<file path="src/rtl/hm_ctrl_pkg.sv">
// Shared definitions for the hm CPU control unit: opcodes, ALU codes, FSM states
// and the decoded-instruction record.
package hm_ctrl_pkg;

    localparam logic [3:0] OP_NOP = 4'h0;
    localparam logic [3:0] OP_LDI = 4'h1;
    localparam logic [3:0] OP_ADD = 4'h2;
    localparam logic [3:0] OP_SUB = 4'h3;
    localparam logic [3:0] OP_STA = 4'h4;
    localparam logic [3:0] OP_JMP = 4'h5;
    localparam logic [3:0] OP_JZ  = 4'h6;
    localparam logic [3:0] OP_OUT = 4'h7;
    localparam logic [3:0] OP_HLT = 4'hF;

    localparam logic [1:0] ALU_IMM  = 2'b00;
    localparam logic [1:0] ALU_ADD  = 2'b01;
    localparam logic [1:0] ALU_SUB  = 2'b10;
    localparam logic [1:0] ALU_PASS = 2'b11;

    typedef enum logic [2:0] {
        ST_IDLE,
        ST_FETCH,
        ST_DECODE,
        ST_EXEC,
        ST_MEM,
        ST_WB,
        ST_HALT,
        ST_PAUSE
    } state_t;

    typedef struct packed {
        logic [1:0] alu_op;
        logic       is_mem;
        logic       mem_we;
        logic       is_jmp;
        logic       is_jz;
        logic       is_out;
        logic       is_hlt;
        logic       illegal;
    } dec_t;

    // Opcodes that need a second memory transfer for their operand
    function automatic logic is_mem_op(input logic [3:0] op);
        return (op == OP_ADD) || (op == OP_SUB) || (op == OP_STA);
    endfunction

    function automatic logic is_jump(input logic [3:0] op);
        return (op == OP_JMP) || (op == OP_JZ);
    endfunction

endpackage

</file>
<file path="src/rtl/hm_opcode_decoder.sv">
// Combinational opcode decoder: turns the instruction's opcode nibble into
// the control flags the sequencer acts on.
module hm_opcode_decoder
    import hm_ctrl_pkg::*;
(
    input  logic [3:0] opcode,
    output dec_t       dec
);

    always_comb begin
        dec        = '0;
        dec.is_mem = is_mem_op(opcode);
        dec.is_jmp = is_jump(opcode) && (opcode != OP_JZ);
        dec.is_jz  = (opcode == OP_JZ);
        dec.is_out = (opcode == OP_OUT);
        dec.is_hlt = (opcode == OP_HLT);
        case (opcode)
            OP_ADD:  dec.alu_op = ALU_ADD;
            OP_SUB:  dec.alu_op = ALU_SUB;
            OP_STA:  dec.mem_we = 1'b1;
            OP_OUT:  dec.alu_op = ALU_PASS;
            4'h8, 4'h9, 4'hA, 4'hB, 4'hC, 4'hD, 4'hE: dec.illegal = 1'b1;
            default: dec.alu_op = ALU_IMM;
        endcase
    end

endmodule

</file>
<file path="src/rtl/hm_sequencer.sv">
// Control unit of the hm 8-bit CPU: fetch/decode/execute/writeback FSM owning
// the shared memory port. Optional single-step mode via HM_SINGLE_STEP_EN.
module hm_sequencer
    import hm_ctrl_pkg::*;
#(
    parameter int ADDR_W      = 4,
    parameter int DATA_W      = 8,
    parameter int ACK_TIMEOUT = 15
) (
    input  logic              clk,
    input  logic              rst_n,
    input  logic              run,
`ifdef HM_SINGLE_STEP_EN
    input  logic              step,
`endif
    input  logic [ADDR_W-1:0] pc_value,
    input  logic              zero_flag,
    input  logic [DATA_W-1:0] mem_rdata,
    input  logic              mem_ack,
    output logic              pc_en,
    output logic              pc_jmp,
    output logic [ADDR_W-1:0] pc_jmploc,
    output logic              mem_req,
    output logic              mem_we,
    output logic [ADDR_W-1:0] mem_addr,
    output logic [1:0]        alu_op,
    output logic              acc_we,
    output logic              out_we,
    output logic              halted,
    output logic              bus_err,
    output logic              illegal
);

    localparam int TO_W = (ACK_TIMEOUT > 1) ? $clog2(ACK_TIMEOUT) : 1;

    state_t            state, state_next;
    logic [DATA_W-1:0] ir;
    logic [TO_W-1:0]   to_cnt;
    logic              zf_q;
    logic              waiting;
    logic              timeout;
    logic              jump_now;
    logic [3:0]        opcode;
    dec_t              dec;

    assign opcode = ir[DATA_W-1 -: 4];

    hm_opcode_decoder u_dec (
        .opcode (opcode),
        .dec    (dec)
    );

`ifdef HM_SINGLE_STEP_EN
    localparam state_t RETIRE_ST = ST_PAUSE;
    logic step_q;
    logic step_rise;

    always_ff @(posedge clk or negedge rst_n) begin
        if (!rst_n) step_q <= 1'b0;
        else        step_q <= step;
    end

    assign step_rise = step & ~step_q;
`else
    localparam state_t RETIRE_ST = ST_FETCH;
`endif

    // A completing ack always wins over a timeout in the same cycle
    assign waiting  = (state == ST_FETCH) || (state == ST_MEM);
    assign timeout  = (ACK_TIMEOUT != 0) && waiting && !mem_ack &&
                      (to_cnt == TO_W'(ACK_TIMEOUT - 1));
    assign jump_now = dec.is_jmp || (dec.is_jz && zero_flag);

    always_ff @(posedge clk or negedge rst_n) begin
        if (!rst_n) begin
            state   <= ST_IDLE;
            ir      <= '0;
            to_cnt  <= '0;
            zf_q    <= 1'b0;
            bus_err <= 1'b0;
        end else begin
            state  <= state_next;
            to_cnt <= (waiting && !mem_ack) ? to_cnt + TO_W'(1) : '0;
            if ((state == ST_FETCH) && mem_ack) ir <= mem_rdata;
            if (state == ST_DECODE) zf_q <= zero_flag;
            if (timeout) bus_err <= 1'b1;
        end
    end

    // The datapath captures the ADD/SUB operand from mem_rdata on mem_ack
    always_comb begin
        state_next = state;
        pc_en      = 1'b0;
        pc_jmp     = 1'b0;
        pc_jmploc  = '0;
        mem_req    = 1'b0;
        mem_we     = 1'b0;
        mem_addr   = '0;
        alu_op     = ALU_IMM;
        acc_we     = 1'b0;
        out_we     = 1'b0;
        halted     = 1'b0;
        illegal    = 1'b0;
        case (state)
            ST_IDLE: if (run) state_next = ST_FETCH;
            ST_FETCH: begin
                mem_req  = 1'b1;
                mem_addr = pc_value;
                if (mem_ack)      state_next = ST_DECODE;
                else if (timeout) state_next = ST_HALT;
            end
            ST_DECODE: begin
                pc_en      = !(jump_now || dec.is_hlt);
                illegal    = dec.illegal;
                state_next = dec.is_mem ? ST_MEM : ST_EXEC;
            end
            ST_EXEC: begin
                if (dec.is_hlt) begin
                    state_next = ST_HALT;
                end else begin
                    state_next = RETIRE_ST;
                    acc_we     = (opcode == OP_LDI);
                    out_we     = dec.is_out;
                    if (dec.is_jmp || (dec.is_jz && zf_q)) begin
                        pc_jmp    = 1'b1;
                        pc_jmploc = ir[ADDR_W-1:0];
                    end
                end
            end
            ST_MEM: begin
                mem_req  = 1'b1;
                mem_we   = dec.mem_we;
                mem_addr = ir[ADDR_W-1:0];
                if (mem_ack)      state_next = dec.mem_we ? RETIRE_ST : ST_WB;
                else if (timeout) state_next = ST_HALT;
            end
            ST_WB: begin
                acc_we     = 1'b1;
                alu_op     = dec.alu_op;
                state_next = RETIRE_ST;
            end
            ST_HALT: halted = 1'b1;
`ifdef HM_SINGLE_STEP_EN
            ST_PAUSE: if (step_rise) state_next = ST_FETCH;
`endif
            default: state_next = ST_IDLE;
        endcase
    end

endmodule

</file>
<file path="config.mk">
export PLATFORM = sky130hd
export DESIGN_NAME = hm_sequencer
export DESIGN_NICKNAME = d
export VERILOG_FILES = /design/src/rtl/hm_ctrl_pkg.sv /design/src/rtl/hm_opcode_decoder.sv /design/src/rtl/hm_sequencer.sv
export SDC_FILE = /design/constraint.sdc
export NUM_CORES = 1
export LEC_CHECK = 0
export BUFFER_PORTS_ARGS = -buffer_cell sky130_fd_sc_hd__buf_2
export CAP_MARGIN = 20
export CELL_PAD_IN_SITES_DETAIL_PLACEMENT = 1
export CELL_PAD_IN_SITES_GLOBAL_PLACEMENT = 2
export CORE_MARGIN = 2
export CORE_UTILIZATION = 25
export CTS_BUF_LIST = sky130_fd_sc_hd__clkbuf_8
export CTS_CLUSTER_SIZE = 8
export DETAILED_ROUTE_END_ITERATION = 12
export GPL_ROUTABILITY_DRIVEN = 0
export PLACE_DENSITY = 0.67
export SYNTH_ARGS = -nofsm -noshare
export SYNTH_HDL_FRONTEND = slang
export SYNTH_SLANG_ARGS = --single-unit
export TNS_END_PERCENT = 10
</file>
<file path="constraint.sdc">
create_clock -name clk -period 2.51 [get_ports clk]
set_input_delay 0.502 -clock clk [delete_from_list [all_inputs] [get_ports clk]]
set_output_delay 0.502 -clock clk [all_outputs]
set_load 0.1 [all_outputs]
</file>
After elaboration in Yosys (flattened, before gate mapping)
Cells that the tools add are included.
{"block": "word_totals", "reg_bits": 17, "latchBits": 0, "ramBits": 0, "romBits": 0, "in_bits": 17, "output_inout_bits": 19, "elab_cells": 79, "n_memories": 0}
{"block": "classes", "n_addsub": 1, "mul": 0, "n_div": 0, "magnitude_cmp": 0, "eq_ne": 24, "n_shift": 0, "muxes": 29, "bitwise": 1, "n_reduce_logical": 19}
{"operator": "$eq A4 B4 Y1 const B", "n": 9}
{"operator": "$mux W3", "n": 7}
{"operator": "$pmux W3 S7", "n": 1}
{"operator": "$eq A4 B3 Y1 const B", "n": 4}
{"operator": "$mux W4", "n": 4}
{"operator": "$mux W1", "n": 13}
{"operator": "$eq A3 B3 Y1 const B", "n": 3}
{"operator": "$eq A4 B2 Y1 const B", "n": 2}
{"operator": "$pmux W4 S2", "n": 1}
{"operator": "$logic_or A1 B1 Y1", "n": 7}
{"operator": "$reduce_or A7 Y1", "n": 1}
{"operator": "$eq A3 B2 Y1 const B", "n": 2}
{"operator": "$logic_and A1 B1 Y1", "n": 6}
{"operator": "$pmux W2 S3", "n": 1}
{"operator": "$add A4 B1 Y4 const B", "n": 1}
{"operator": "$eq A4 B1 Y1 const B", "n": 1}
{"operator": "$ne A4 B3 Y1 const B", "n": 1}
{"operator": "$eq A3 B1 Y1 const B", "n": 1}
{"operator": "$logic_not A3 Y1", "n": 1}
{"operator": "$logic_not A1 Y1", "n": 2}
{"operator": "$mux W2", "n": 1}
{"operator": "$ne A2 B2 Y1 const B", "n": 1}
{"operator": "$pmux W1 S2", "n": 1}
{"operator": "$reduce_and A2 Y1", "n": 1}
{"operator": "2 further kinds", "n": 2}

Logic depth before layout (Yosys ltp)
Gate-level depths: netlist (run 1).
{"block": "depth", "word_depth": 7, "mapped_depth": 6, "depth_no_buf": 6}

Cells and area by module
From an unflattened synthesis (run 1), not the netlist that was laid out.
{"block": "hier_totals", "hier_cells": 110, "hier_area_um2": 1066.0}
{"mod": "hm_sequencer", "n_inst": 1, "cells_each": 94, "area_each_um2": 967.2, "seq_area_each_um2": 425.4}
{"mod": "hm_opcode_decoder", "n_inst": 1, "cells_each": 16, "area_each_um2": 98.8, "seq_area_each_um2": 0.0}

Worst setup path after synthesis (run 1)
No wires, ideal clock.
{"block": "synth_path", "path_type": "flip-flop to output port", "from": "reg state[1]", "to": "out alu_op[0]", "arrival_ns": 3.682, "required_time_ns": 2.008, "path_slack_ns": -1.674, "path_stages_with_launch": 4, "path_buffers": 2, "cell_sequence": "dfrtp_1 > clkbuf_1 > clkbuf_1 > nor4_1"}
{"block": "synth_between", "elab_chain_cells": 2}
{"item": "start: declaration", "line_no": "hm_sequencer.sv:36", "rtl": "state_t state, state_next;"}
{"item": "start signal: assignment", "line_no": "hm_sequencer.sv:82", "rtl": "state <= state_next;"}
{"item": "$eq A3 B3 Y1", "line_no": "hm_sequencer.sv:104", "rtl": "case (state)"}
{"item": "$mux W2", "line_no": "hm_sequencer.sv:104"}
{"item": "end: declaration", "line_no": "hm_sequencer.sv:26", "rtl": "output logic [1:0] alu_op,"}
Every way passes these cells.

Worst setup path in the final report (run 1)
{"block": "layout_path", "from": "reg ir[4]", "to": "out mem_we"}
{"block": "layout_between", "elab_chain_cells": 3}
{"item": "start: declaration", "line_no": "hm_sequencer.sv:37", "rtl": "logic [DATA_W-1:0] ir;"}
{"item": "start signal: assignment", "line_no": "hm_sequencer.sv:84", "rtl": "if ((state == ST_FETCH) && mem_ack) ir <= mem_rdata;"}
{"item": "$eq A4 B3 Y1", "line_no": "hm_opcode_decoder.sv:17", "rtl": "case (opcode)"}
{"item": "$mux W1", "line_no": "hm_opcode_decoder.sv:17"}
{"item": "$mux W1", "line_no": "hm_sequencer.sv:104"}
{"item": "end: declaration", "line_no": "hm_sequencer.sv:24", "rtl": "output logic mem_we,"}
Every way passes these cells.

==> run metrics, run 1 <==
status=finished, final reports clean; crit-path max cell delay=0.60 ns; per-cell routed wire length=15.33 um; Reg clk slew, reported paths=0.07 ns; WS Path Type=flip-flop to primary output; Antenna Diode Count=0; Syn Area/Cell=9.034 um^2; setup violators final=0; Max Clock Freq=414.2 MHz; Root Buffer=clkbuf_8; layout cells sized above 1=0.3987; CP arrival=1.91 ns; Ports=36; PwrDens=356.9 mW/mm^2; dominant synthesized flop cell=dfrtp_1; crit start category=flip-flop; Total GRT Usage=0.1386; Die Area=0.004802 mm^2; HPWL after DPL=2424 um; sw power=between 0.0001 and 0.00015 W; Net Count, Synth=137; Vias=between 900 and 1000; Die Wd=~69 um; Max VDD drop=231.3 uV; FF-to-FF setup slack=~0.63 ns; PnR Total Power=0.0005520 W; fin nets=about 170; switching fraction of total power=0.2456; gr ovfl total=0; worst slew pin tran=0.4864 ns; # H-tree levels=1; Seq/Total Area, Yosys=0.3991; synthesized area=0.001066 mm^2; combinational share of power=0.090; Row Count=23; ANT nets after route=0; CTS tree=built; area delta synth->final=45.07%; RSZ-0062 raised after global routing=no; number of flops mapped to enable cells by yosys=0; Vert. Die Dim=69.30 um; final hold vios=0; Int Pwr=0.0004165 W; count of different cell masters after synthesis=32; drt drc=0; Total Wirelength=3113 um; crit path time final=2.415 ns; YS warnings=0; cell chain of the critical path=or4b_4 -> nor3_2 -> buf_2; Fin Hold WS=0.1691 ns; CTS Buf Count=3; synthesis-stage register bit count=17; Initial Util=0.2627; Synth async-reset ratio=1.000; IO buf count=35; vias in the first global route=1112; Max Cap Viol=0; Final Cycle Share=0.9620; core box area=between 0.004 and 0.005 mm^2; max-slew violations=0; Worst-Skew Late Latency=0.25 ns; class of the tightest hold or removal check=primary input to async pin; largest net degree at the start of global routing=20; crit end category=primary output; register share of total power=0.529; CP max-delay cell=or4b_4; antenna violations before repair=0; CP Max Fanout=9; hold_buf cts=0; Critical Path RT=2.01 ns; DRT iter0 DRCs=31; Clock Sinks=17; clock tree buffer depth=2; DR vias/cell=4.828; cells after synthesis=118; Leak Pwr=0.6435 nW; Max-Slew Margin vs Limit=0.6740; Layout Skew=0.001071 ns; Pre-Repair DR Iteration Count=4; first-pass GRT wire length=~5400 um; clock share of power=0.381
==> cell usage after synthesis (2+ instances only) <==
cell type / n / area, um^2
o22ai_1: 2 / 12.51
buf_4: 2 / 15.01
ha_1: 2 / 25.02
nand2_1: 9 / 33.78
xnor2_1: 3 / 26.28
buf_2: 2 / 10.01
nor2_1: 12 / 45.04
o21ai_0: 5 / 25.02
mux2_2: 8 / 90.09
o21ai_2: 2 / 17.52
clkbuf_1: 3 / 11.26
and2_1: 5 / 31.28
nor4_1: 2 / 12.51
inv_1: 4 / 15.01
nor2b_1: 4 / 25.02
nor3_1: 2 / 10.01
nand4_1: 2 / 12.51
dfrtp_1: 17 / 425.4
a21oi_1: 9 / 45.04
a22oi_1: 5 / 37.54
nand2b_1: 3 / 18.77
nand3_1: 5 / 25.02
==> worst max-delay path, delay by kind of cell (launching register included) <==
kind                   cells  cell delay [ns]
buffers and inverters      1             0.45
and+or+nand+nor            2             0.73
DFF                        1             0.48
==> flip-flops by register name, indices dropped and copies added, names as in the netlist <==
| signal | cells |
|---|---|
| state | 3 |
| bus_err | 1 |
| ir | 8 |
| to_cnt | 4 |
| zf_q | 1 |
==> power by group through the flow <==
| stage | Sequential [W] | Clock (W) | Combinational (W) |
|---|---|---|---|
| 2_1_floorplan | 0.000289 | 0 | 0.0000350 |
| 5_1_grt | 0.000294 | 0.000229 | 0.0000554 |
| 3_3_place_gp | 0.000297 | 0 | 0.0000493 |
| 6_report | 0.000292 | 0.000210 | 0.0000496 |
| 4_1_cts | 0.000292 | 0.000220 | 0.0000507 |
| 3_5_place_dp | 0.000297 | 0 | 0.0000506 |
==> logic make-up (layout without fill, tap and decap cells) <==
logic type | after synthesis | in the layout | share of synthesized area
AO/OA/AOI/OAI | 27 | 27 | 0.1643
XOR/XNOR | 4 | 4 | 0.03287
adder cells (fa/ha/maj) | 2 | 2 | 0.02347
buffers and inverters | 12 | 47 | 0.05868
flip-flops | 17 | 17 | 0.3991
multiplexers | 8 | 8 | 0.08451
AND/OR/NAND/NOR | 48 | 48 | 0.2371
==> cells in the final DEF, fill, tap and decap left out <==
cell type  count
a32o_1         1
nor4_2         2
inv_1          4
a311oi_2       1
nor2b_2        1
dfrtp_1       17
mux2_2         8
ha_1           2
nand2b_1       3
nand3_1        5
buf_12        12
o22ai_1        2
buf_2         23
o21ai_0        5
clkinv_2       1
and2b_1        1
xnor2_1        3
o21ai_2        2
nand2_1        9
a22oi_1        5
o221a_1        1
a21oi_1        9
nor2_1        11
nor3_1         1
clkbuf_8       3
buf_4          4
nor3_2         2
or2b_1         1
o21bai_1       1
xor2_1         1
nor2_4         1
nand4_1        2
or4b_4         1
nor2b_1        3
and2_1         5
==> metal layers <==
layer / vias up / GRT usage / part of all wire
li1: 482 / - / -
met1: 468 / 0.1641 / 0.43
met2: 28 / 0.2340 / 0.48
met3: 2 / 0.05233 / 0.080
met4: 0 / 0.03922 / 0.0087
met5: - / 0 / 0
==> per-stage QoR <==
stage               instance area, um^2  worst slack [ns]    util  setup TNS (ns)  cells
global route                       1546          0.004903  0.3811               0    203
CTS                                1544           0.08186  0.3805               0    203
global placement                   1498            0.4046  0.3691               0    199
detailed placement                 1498            0.3670  0.3691               0    199
floorplan                          1097           -0.5440       -          -5.070    118
finish                             1546           0.09543  0.3811               0    203
==> final cells by class <==
| class | instances | area (um^2) |
|---|---|---|
| Fill cell | 468 | 2511 |
| Sequential cell | 17 | 425.4 |
| Clock inverter | 1 | 5.005 |
| Clock buffer | 3 | 41.29 |
| Tap cell | 50 | 62.56 |
| Multi-Input combinational cell | 89 | 611.8 |
| Inverter | 4 | 15.01 |
| Timing Repair Buffer | 39 | 385.4 |
==> path summary, 6_finish.rpt <==
kind | end | cells past startpoint | startpoint
hold / removal | ir[0] | 1 | rst_n
min in group clk | ir[7] | 3 | mem_rdata[7]
max in group asynchronous | ir[6] | 1 | rst_n
hold reg to reg | bus_err | 1 | bus_err
setup / recovery | mem_we | 3 | ir[4]
setup reg to reg | ir[4] | 4 | state[2]
==> what timing repair did <==
| item | 4_1_cts | 5_1_grt |
|---|---|---|
| endpoints found under the setup margin | 0 | 3 |
| hold endpoints to repair | 0 | 0 |
| buffers inserted | 0 | 0 |
| gates resized for setup | 0 | 1 |
Note: power is estimated with default switching activity, not from simulation.
==> inputs of run 2 (changes only) <==
--- a/config.mk
+++ b/config.mk
@@ -9,6 +9,7 @@
 export CAP_MARGIN = 20
 export CELL_PAD_IN_SITES_DETAIL_PLACEMENT = 1
 export CELL_PAD_IN_SITES_GLOBAL_PLACEMENT = 2
+export CORE_ASPECT_RATIO = 1.25
 export CORE_MARGIN = 2
 export CORE_UTILIZATION = 25
 export CTS_BUF_LIST = sky130_fd_sc_hd__clkbuf_8
@@ -19,4 +20,4 @@
 export SYNTH_ARGS = -nofsm -noshare
 export SYNTH_HDL_FRONTEND = slang
 export SYNTH_SLANG_ARGS = --single-unit
-export TNS_END_PERCENT = 10
+export TNS_END_PERCENT = 100
==> run metrics, run 2 (same netlist as run 1, synthesis figures left out) <==
CP Max Fanout=9; RSZ-0062 raised after global routing=no; Initial Util=0.2601; Int Pwr=0.0004170 W; max reg flops=8; switching fraction of total power=0.2529; Vias=1008; crit start category=flip-flop; cell chain of the critical path=and2b_1 -> a32o_1 -> a21oi_2 -> buf_2; IO buf count=35; Max Clock Freq=about 420 MHz; Worst R2R End=state[0]; sequential cell area=425.4 um^2; area delta synth->final=42.37%; Root Buffer=clkbuf_8; status=finished, final reports clean; layout cells sized above 1=0.4444; multi-input logic area=approximately 640 um^2; GRT met3 Usage=0.02199; Max VDD drop=118.7 uV; drt drc=0; register share of total power=0.525; Final Non-Filler Cells=about 210; CTS tree=built; Row Count=26; per-cell routed wire length=~14 um; max-slew violations=0; final hold vios=0; Antenna Diode Count=0; Max-Slew Margin vs Limit=0.6745; sw power=between 0.0001 and 0.00015 W; area post-placement=0.001456 mm^2; setup violators final=0; Critical Path RT=around 2 ns; WS Path Type=flip-flop to primary output; Leak Pwr=0.6331 nW; GR Util met1=0.1467; Max Cap Viol=0; fin nets=about 170; most common cell after layout, fill and taps aside=buf_2; TNS Setup=0 ns; clock tree buffer depth=2; worst slew pin tran=0.4916 ns; total stage count of the critical path=4; gr ovfl total=0; core box area=0.004099 mm^2; class of the tightest hold or removal check=primary input to async pin; CTS Buf Count=3; first-pass GRT wire length=roughly 5100 um; CP arrival=1.89 ns; Die Wd=62.41 um; HPWL after DPL=2360 um; clock share of power=0.384; PwrDens=367.8 mW/mm^2; Pre-Repair DR Iteration Count=3; Worst-Skew Late Latency=0.26 ns; ANT nets after route=0; DRT iter0 DRCs=40; Filler Cells Inserted=505; crit path time final=roughly 2.4 ns; largest net degree at the start of global routing=20; Vert. Die Dim=between 70 and 80 um; DR vias/cell=4.823; combinational share of power=0.091; Layout Skew=between 0.001 and 0.0015 ns; vias in the first global route=1090; Top Registers=ir: 8 flops, to_cnt: 4 flops, state: 3 flops; worst path bufs/invs=1; Critical R2R Launch=ir[4]; highest-count cells in the layout ignoring fill and taps=buf_2, dfrtp_1, nor2_1, nand2_1, mux2_2; Fin Hold WS=0.1618 ns; Placed Cells=between 200 and 250; FF-to-FF setup slack=0.84 ns; Top Usage Layer GRT=met2; Reg clk slew, reported paths=0.07 ns; antenna violations before repair=0; Largest Register=ir; Die Area=0.004806 mm^2; r2r worst-path depth=4; final instance area=0.001518 mm^2; Total Wirelength=2994 um; Final Cycle Share=0.9540; grt met2 use=0.2495; CP max-delay cell=dfrtp_1; # H-tree levels=1; Ports=36; Clock Sinks=17; crit end category=primary output; Total GRT Usage=0.1339; crit-path leading delay family=flip-flops; crit-path max cell delay=~0.56 ns
==> run 2: final cells by class <==
type                            count  area share
Inverter                            4    0.009893
Clock inverter                      1    0.003298
Tap cell                           56     0.04617
Timing Repair Buffer               39      0.2127
Multi-Input combinational cell     89      0.4204
Clock buffer                        3     0.02721
Sequential cell                    17      0.2803
==> run 2: worst max path at each step <==
stage	startpoint	endpoint	slack [ns]
after floorplan	state[1]	alu_op[0]	-0.54
after global placement	ir[4]	mem_we	0.32
after detailed placement	ir[4]	mem_we	0.31
after CTS	ir[4]	mem_we	0.03
after global routing	ir[4]	pc_en	0.01
final	ir[4]	pc_en	0.12
==> run 2: metrics by stage <==
| step | total power, W | setup slack [ns] | utilization |
|---|---|---|---|
| after floorplan | 0.0003261 | -0.5440 | - |
| after global placement | 0.0003489 | 0.3224 | 0.3553 |
| after detailed placement | 0.0003506 | 0.3097 | 0.3553 |
| after CTS | 0.0005656 | 0.02627 | 0.3666 |
| after global routing | 0.0005906 | 0.01305 | 0.3703 |
| final | 0.0005582 | 0.1154 | 0.3703 |
==> run 2: what timing repair did <==
item,in CTS,in global routing
setup buffers,0,0
gates resized for setup,0,6
endpoints found under the hold margin,0,0
setup endpoints to repair,0,5
hold buffers,0,0
==> run 2: routing by layer <==
layer / vias to the layer above / part of all wire
li1: 486 / -
met1: 495 / 0.40
met2: 22 / 0.54
met3: 5 / 0.035
met4: 0 / 0.018
met5: - / 0
==> run 2: power by group through the flow <==
stage | registers (W) | logic, W | clock network [W]
floorplan | 0.000289 | 0.0000368 | 0
global placement | 0.000299 | 0.0000503 | 0
detailed placement | 0.000299 | 0.0000520 | 0
CTS | 0.000293 | 0.0000520 | 0.000220
global route | 0.000295 | 0.0000570 | 0.000239
finish | 0.000293 | 0.0000506 | 0.000215
